[src/rtl/alu_issue_ctrl.sv]
// ---------------------------------------------------------------------------
// alu_issue_ctrl
//
// Issue/writeback controller sitting in front of a 4-bit registered ALU.
// An instruction is accepted over a valid/ready handshake. Its operands are
// read from a 4-entry register file and presented to the ALU for one cycle.
// The ALU's registered result is written back one cycle later. The block
// also keeps the zero flag of the last retired instruction, a sticky
// overflow flag and a wrapping retired-instruction counter.
//
// Instruction word (in_instr):
//   [9]   imm_sel  0: src_a = reg[rs1], src_b = reg[rs2]
//                  1: src_a = reg[rd],  src_b = in_instr[3:0]
//   [8:6] opcode   passed through to the ALU; every opcode writes back
//   [5:4] rd
//   [3:2] rs1
//   [1:0] rs2
//
// Ports:
//   clk, reset        clock; synchronous active-high reset
//   in_valid/in_ready instruction handshake (ready only in IDLE)
//   in_instr          instruction word, see above
//   alu_src_a/b       ALU operands, zero outside EXEC
//   alu_opcode        ALU opcode, 000 outside EXEC
//   alu_out           ALU registered result (valid during WB)
//   alu_overflow      ALU registered overflow (valid during WB)
//   alu_zero          ALU registered zero (valid during WB)
//   clr_flags         clears ovf_sticky; a same-edge overflow wins
//   dbg_addr/dbg_data combinational register file read port
//   busy              controller not in IDLE
//   zero_flag         alu_zero of the last retired instruction
//   ovf_sticky        OR of alu_overflow since reset or last clear
//   retire            one-cycle pulse in the IDLE cycle after each WB
//   retired_cnt       retired instruction count, wraps to 0
//
// State table:
//   state | meaning
//   IDLE  | ready for a new instruction, ALU inputs parked at zero
//   EXEC  | operands and opcode driven to the ALU
//   WB    | ALU result valid; written back at the end of this cycle
// ---------------------------------------------------------------------------
module alu_issue_ctrl #(
    parameter int NREGS = 4,
    parameter int CNT_W = 8
) (
    input  logic             clk,
    input  logic             reset,
    input  logic             in_valid,
    input  logic [9:0]       in_instr,
    output logic             in_ready,
    output logic [3:0]       alu_src_a,
    output logic [3:0]       alu_src_b,
    output logic [2:0]       alu_opcode,
    input  logic [3:0]       alu_out,
    input  logic             alu_overflow,
    input  logic             alu_zero,
    input  logic             clr_flags,
    input  logic [1:0]       dbg_addr,
    output logic [3:0]       dbg_data,
    output logic             busy,
    output logic             zero_flag,
    output logic             ovf_sticky,
    output logic             retire,
    output logic [CNT_W-1:0] retired_cnt
);

    typedef enum logic [1:0] {
        IDLE = 2'd0,
        EXEC = 2'd1,
        WB   = 2'd2
    } state_t;

    state_t     state_q;
    state_t     state_d;
    logic [9:0] instr_q;
    logic [3:0] regs_q [NREGS];

    logic       accept;
    logic       wb_fire;
    logic       imm_sel;
    logic [2:0] op_q;
    logic [1:0] rd_q;
    logic [1:0] rs1_q;
    logic [1:0] rs2_q;
    logic [3:0] imm_q;

    assign imm_sel = instr_q[9];
    assign op_q    = instr_q[8:6];
    assign rd_q    = instr_q[5:4];
    assign rs1_q   = instr_q[3:2];
    assign rs2_q   = instr_q[1:0];
    assign imm_q   = instr_q[3:0];

    assign accept  = in_valid && in_ready;
    assign wb_fire = (state_q == WB);

    // ---------------- state register ----------------
    always_ff @(posedge clk) begin
        if (reset) begin
            state_q <= IDLE;
        end else begin
            state_q <= state_d;
        end
    end

    // ---------------- next-state logic ----------------
    always_comb begin
        state_d = state_q;
        case (state_q)
            IDLE:    if (accept) state_d = EXEC;
            EXEC:    state_d = WB;
            WB:      state_d = IDLE;
            default: state_d = IDLE;
        endcase
    end

    // ---------------- output logic ----------------
    always_comb begin
        in_ready   = 1'b0;
        busy       = 1'b1;
        alu_opcode = 3'b000;
        alu_src_a  = 4'd0;
        alu_src_b  = 4'd0;
        case (state_q)
            IDLE: begin
                in_ready = 1'b1;
                busy     = 1'b0;
            end
            EXEC: begin
                alu_opcode = op_q;
                if (imm_sel) begin
                    alu_src_a = regs_q[rd_q];
                    alu_src_b = imm_q;
                end else begin
                    alu_src_a = regs_q[rs1_q];
                    alu_src_b = regs_q[rs2_q];
                end
            end
            default: ;
        endcase
    end

    // Instruction latch; only loaded on a handshake so the word stays
    // stable through EXEC and WB.
    always_ff @(posedge clk) begin
        if (reset) begin
            instr_q <= '0;
        end else if (accept) begin
            instr_q <= in_instr;
        end
    end

    // Register file. The write lands at the WB->IDLE edge, so a debug read
    // during WB still shows the old contents.
    always_ff @(posedge clk) begin
        if (reset) begin
            for (int i = 0; i < NREGS; i++) begin
                regs_q[i] <= 4'd0;
            end
        end else if (wb_fire) begin
            regs_q[rd_q] <= alu_out;
        end
    end

    assign dbg_data = regs_q[dbg_addr];

    // Flags, retire pulse and counter. Reset takes priority, which also
    // drops any instruction still in EXEC or WB without writing it back.
    always_ff @(posedge clk) begin
        if (reset) begin
            zero_flag   <= 1'b1;
            ovf_sticky  <= 1'b0;
            retire      <= 1'b0;
            retired_cnt <= '0;
        end else begin
            retire <= wb_fire;
            if (wb_fire) begin
                zero_flag   <= alu_zero;
                retired_cnt <= retired_cnt + {{(CNT_W-1){1'b0}}, 1'b1};
            end
            // A new overflow beats a simultaneous clear.
            if (wb_fire && alu_overflow) begin
                ovf_sticky <= 1'b1;
            end else if (clr_flags) begin
                ovf_sticky <= 1'b0;
            end
        end
    end

endmodule

[config.mk]
export PLATFORM = sky130hd
export DESIGN_NAME = alu_issue_ctrl
export DESIGN_NICKNAME = d
export VERILOG_FILES = /design/src/rtl/alu_issue_ctrl.sv
export SDC_FILE = /design/constraint.sdc
export NUM_CORES = 1
export LEC_CHECK = 0
export ABC_AREA = 1
export BUFFER_PORTS_ARGS = -buffer_cell sky130_fd_sc_hd__buf_2
export CELL_PAD_IN_SITES_DETAIL_PLACEMENT = 1
export CELL_PAD_IN_SITES_GLOBAL_PLACEMENT = 2
export CORE_MARGIN = 8
export CORE_UTILIZATION = 30
export CTS_BUF_LIST = sky130_fd_sc_hd__clkbuf_4 sky130_fd_sc_hd__clkbuf_8
export CTS_CLUSTER_DIAMETER = 50
export DETAILED_ROUTE_END_ITERATION = 12
export PLACE_DENSITY = 0.85
export SYNTH_ARGS = -nofsm -noshare
export SYNTH_HDL_FRONTEND = slang
export SYNTH_SLANG_ARGS = --single-unit
[constraint.sdc]
create_clock -name clk -period 1.8 [get_ports clk]
set_input_delay 0.36 -clock clk [delete_from_list [all_inputs] [get_ports clk]]
set_output_delay 0.36 -clock clk [all_outputs]
set_load 0.05 [all_outputs]
; ---- Word level (Yosys, flattened, before mapping)
; Memories as Yosys holds them, arrays and structs flattened. A register that Yosys moved wholly into a read port is not among the register bits.
; Index checks and enable logic that the tools add are counted.
[classes]
mux = 25
add_sub_neg = 1
reduce_logical = 5
n_eq_ne = 3
[op_table]
columns = cell, count
row1 = two-way mux 4 bit, 5
row2 = two-way mux 2 bit, 8
row3 = two-way mux 1 bit, 10
row4 = "adder 8 x 1 -> 8 bit, second input constant", 1
row5 = case mux 2 bit (2 select lines), 1
row6 = OR reduction 4 bit, 1
row7 = two-way mux 3 bit, 1
row8 = "== test 2 x 1 -> 1 bit, second input constant", 1
row9 = "== test 2 bit, second input constant", 1
row10 = logical AND 1 bit, 2
row11 = zero test 2 bit, 1
row12 = "inequality test 2 bit, second input constant", 1
row13 = nonzero test 2 bit, 1
[totals]
mem_bits_rw = 16
n_memories = 1
inputBits = 22
word_cells = 41
reg_bits = 23
[mem_list]
columns = memory, words, width, rd, rd_ports_with_merged_regs, wr, line
row1 = regs_q, 4, 4, 4, 3, 4, 76  ; logic [3:0] regs_q [NREGS];

; ---- Depth between registers and ports, before layout
[depth]
word_depth = 6
ltp_mapped = 7
mapped_depth_nobuf = 7

; ---- Worst setup path before layout
; No wires, ideal clock.
[synth_path]
kind = input -> output
startpoint = input dbg_addr[0]
endpoint = output dbg_data[1]
path_stages = 5
arrival_ns = 1.499
path_buffers = 1
setup_slack_ns = -0.059
path_cell_list = inv_1 buf_2 o21ai_0 a21oi_1 a21oi_1
[synth_via]
elab_chain_len = 1
[synth_lines]
columns = item, line
row1 = "start, declared", 58  ; input logic [1:0] dbg_addr,
row2 = memory read (4 x 4 bit), n/a
row3 = "end, declared", 59  ; output logic [3:0] dbg_data,
; Every way passes these cells.

==> impl_metrics.csv <==
group,metric,value,unit
pwr,leakage,1.40,nW
cts,clk_latency,0.30,ns
final_layout,layout.nets,406,
final_layout,syn_to_final_growth,28.3,%
worst_setup_path,worstPathCellList,"inv_2, nand2_1, nand3_1, nand2_1, nor2_1, nor2_2, buf_6",
timing,worst_pin_slew,0.312,ns
die,io_pins,50,
global_route,grt_max_degree,20,
timing,slew_viol_final,0,
drt,drt_iter0_drc,43,
cts,hold_buffers,0,
worst_setup_path,cp_slowest_cell,"edfxtp_1",
drt,routed_wl,6610,µm
global_route,grt-ovfl-total,0,
worst_setup_path,crit_buf_inv,2,
final_layout,n_fill_cell,984,
cts,clk_pin_slew,0.09,ns
synth,yosys_register_bits,45,
worst_setup_path,cp_top_family,"flip-flops",
timing,fin_crit_sh,0.963,
placed_design,place_ws,0.138,ns
die,start_util,0.302,
worst_setup_path,critical_path_class,"flop to output pin",
cts,numCtsBuffers,5,
timing,fmaxAchievable,577,MHz
flow_run,maxCapViolCount,0,
global_route,antenna_found_initial,0,
cts,root_buffer,"clkbuf_8",
global_route,grt_pass1_vias,2383,
synth,avgSynthCellArea,7.06,µm²
worst_setup_path,crit_fanout,3,
cts,numClockSinks,45,
die,die_w,103,µm
timing,relSlewSlack,0.791,
pwr,ir_worst_vdd,0.410,mV
synth,yosysUniqueCellTypes,20,
final_layout,postLayoutCellArea,2930,µm²
synth,syn-num-nets,347,
synth,synth_warnings,0,
timing,finalHoldViolCount,0,
drt,vias,2250,
worst_setup_path,cp_data_required_time,1.44,ns
final_layout,antenna_cells,0,
final_layout,final_cell_mix,"nand2_1 (74), buf_2 (38), nor2_1 (37)",
final_layout,drive_gt1_frac,0.315,
pwr,powerDensity,772,nW/µm²
worst_setup_path,startpoint_type,"flop",
placed_design,place_hpwl,5270,µm
worst_setup_path,worst_ep_arrival_time,1.37,ns
final_layout,final_common_cell,"nand2_1",
global_route,grt_pass1_wl,11000,µm
timing,fin_skew,0.0123,ns
drt,firstDrtPassIters,4,
drt,routedWlPerCell,13.6,µm
global_route,grt_util_all_layers,0.132,
die,core,7570,µm²
synth,synthCells,324,
placed_design,port_buffers,49,
cts,cts-htree-levels,2,
drt,ant_nets,0,
die,die_area,10700,µm²
worst_setup_path,crit_path_max_incr_delay,0.45,ns
die,rows,32,
die,die_h,103,µm
timing,setup_ws,0.0661,ns
placed_design,gp_congestion,0.817,
min_path,hold_path.class,"primary input to flop",
drt,viasPerCell,4.63,
placed_design,placed_area,2670,µm²
synth,seq_area_frac_synth,0.464,
timing,setup_viol,0,
outcome,outcome,"finished clean",
timing,rsz0062_at_grt,"yes",
cts,cts_tree,"built",
worst_setup_path,path_common_cell,"nand2_1",
drt,drc_errors,0,
synth,syn-cell-area,2290,µm²
timing,layout_min_cycle_time,1.73,ns
cts,cts_buffer_depth,2,
worst_setup_path,endpoint_kind,"output pin",
==> layer usage <==
layer | GRT usage | vias up | wire length [µm]
met5 | 0 | - | 0
met4 | 0.0501 | 0 | 117
met3 | 0.0295 | 10 | 232
met2 | 0.235 | 35 | 3450
met1 | 0.149 | 1062 | 2810
li1 | - | 1143 | -
==> what timing repair did <==
action	4_1_cts	5_1_grt
gates cloned	0	0
gates resized for setup	24	43
pin swaps	0	3
setup endpoints to repair	8	11
buffers inserted	4	2
==> power breakdown <==
group	internal [mW]	leakage (nW)	switching (mW)
Sequential	1.10	0.405	0.0406
Combinational	0.159	0.947	0.327
Clock	0.280	0.0447	0.358
==> cells by family after synthesis <==
logic type | Yosys count | synth area share
AOI/OAI and AO/OA | 54 | 0.122
adders and majority gates | 1 | 0.00547
buffers and inverters | 59 | 0.102
DFF | 45 | 0.464
and+or+nand+nor | 165 | 0.307
==> Yosys cell counts, drive strengths merged <==
library cell	n	share of area
a21oi	29	0.063
a22o	1	0.0038
a31oi	1	0.0027
buf	7	0.015
clkbuf	2	0.0033
dfxtp	29	0.25
edfxtp	16	0.21
ha	1	0.0055
inv	50	0.083
nand2	84	0.14
nand3	34	0.074
nor2	47	0.089
o21ai	22	0.048
o22a	1	0.0038
==> layout make-up <==
cell class / instances / area [µm²] / area share
well taps: 102 / 128 / 0.0435
multi-input cells: 220 / 1050 / 0.359
flip-flops and latches: 45 / 1070 / 0.364
inverters: 50 / 190 / 0.0648
repair buffers: 61 / 400 / 0.136
clock buffers: 5 / 68.8 / 0.0235
clock inverters: 3 / 25.0 / 0.00853
==> path summary, 6_finish.rpt <==
path                              startpoint            to  slack [ns]  cells past startpoint
worst max-delay path            regs_q[0][3]  alu_src_a[3]        0.07                      7
worst min-delay path               clr_flags    ovf_sticky        0.24                      2
worst max register to register    state_q[1]  regs_q[0][2]        0.31                      7
worst min register to register    instr_q[6]    instr_q[6]        0.46                      2
==> metrics by stage <==
| step | total power [mW] | std cells | utilization | hold slack (ns) | TNS, ns |
|---|---|---|---|---|---|
| finish | 2.27 | 486 | 0.388 | 0.239 | 0 |
| global route | 2.39 | 486 | 0.388 | 0.232 | -0.0867 |
| CTS | 2.26 | 484 | 0.373 | 0.231 | 0 |
| detailed placement | 1.60 | 472 | 0.353 | 0.446 | 0 |
| global placement | 1.59 | 472 | 0.353 | 0.441 | 0 |
| floorplan | 1.47 | 324 | - | 0.430 | 0 |
(Power assumes the default switching activity.)
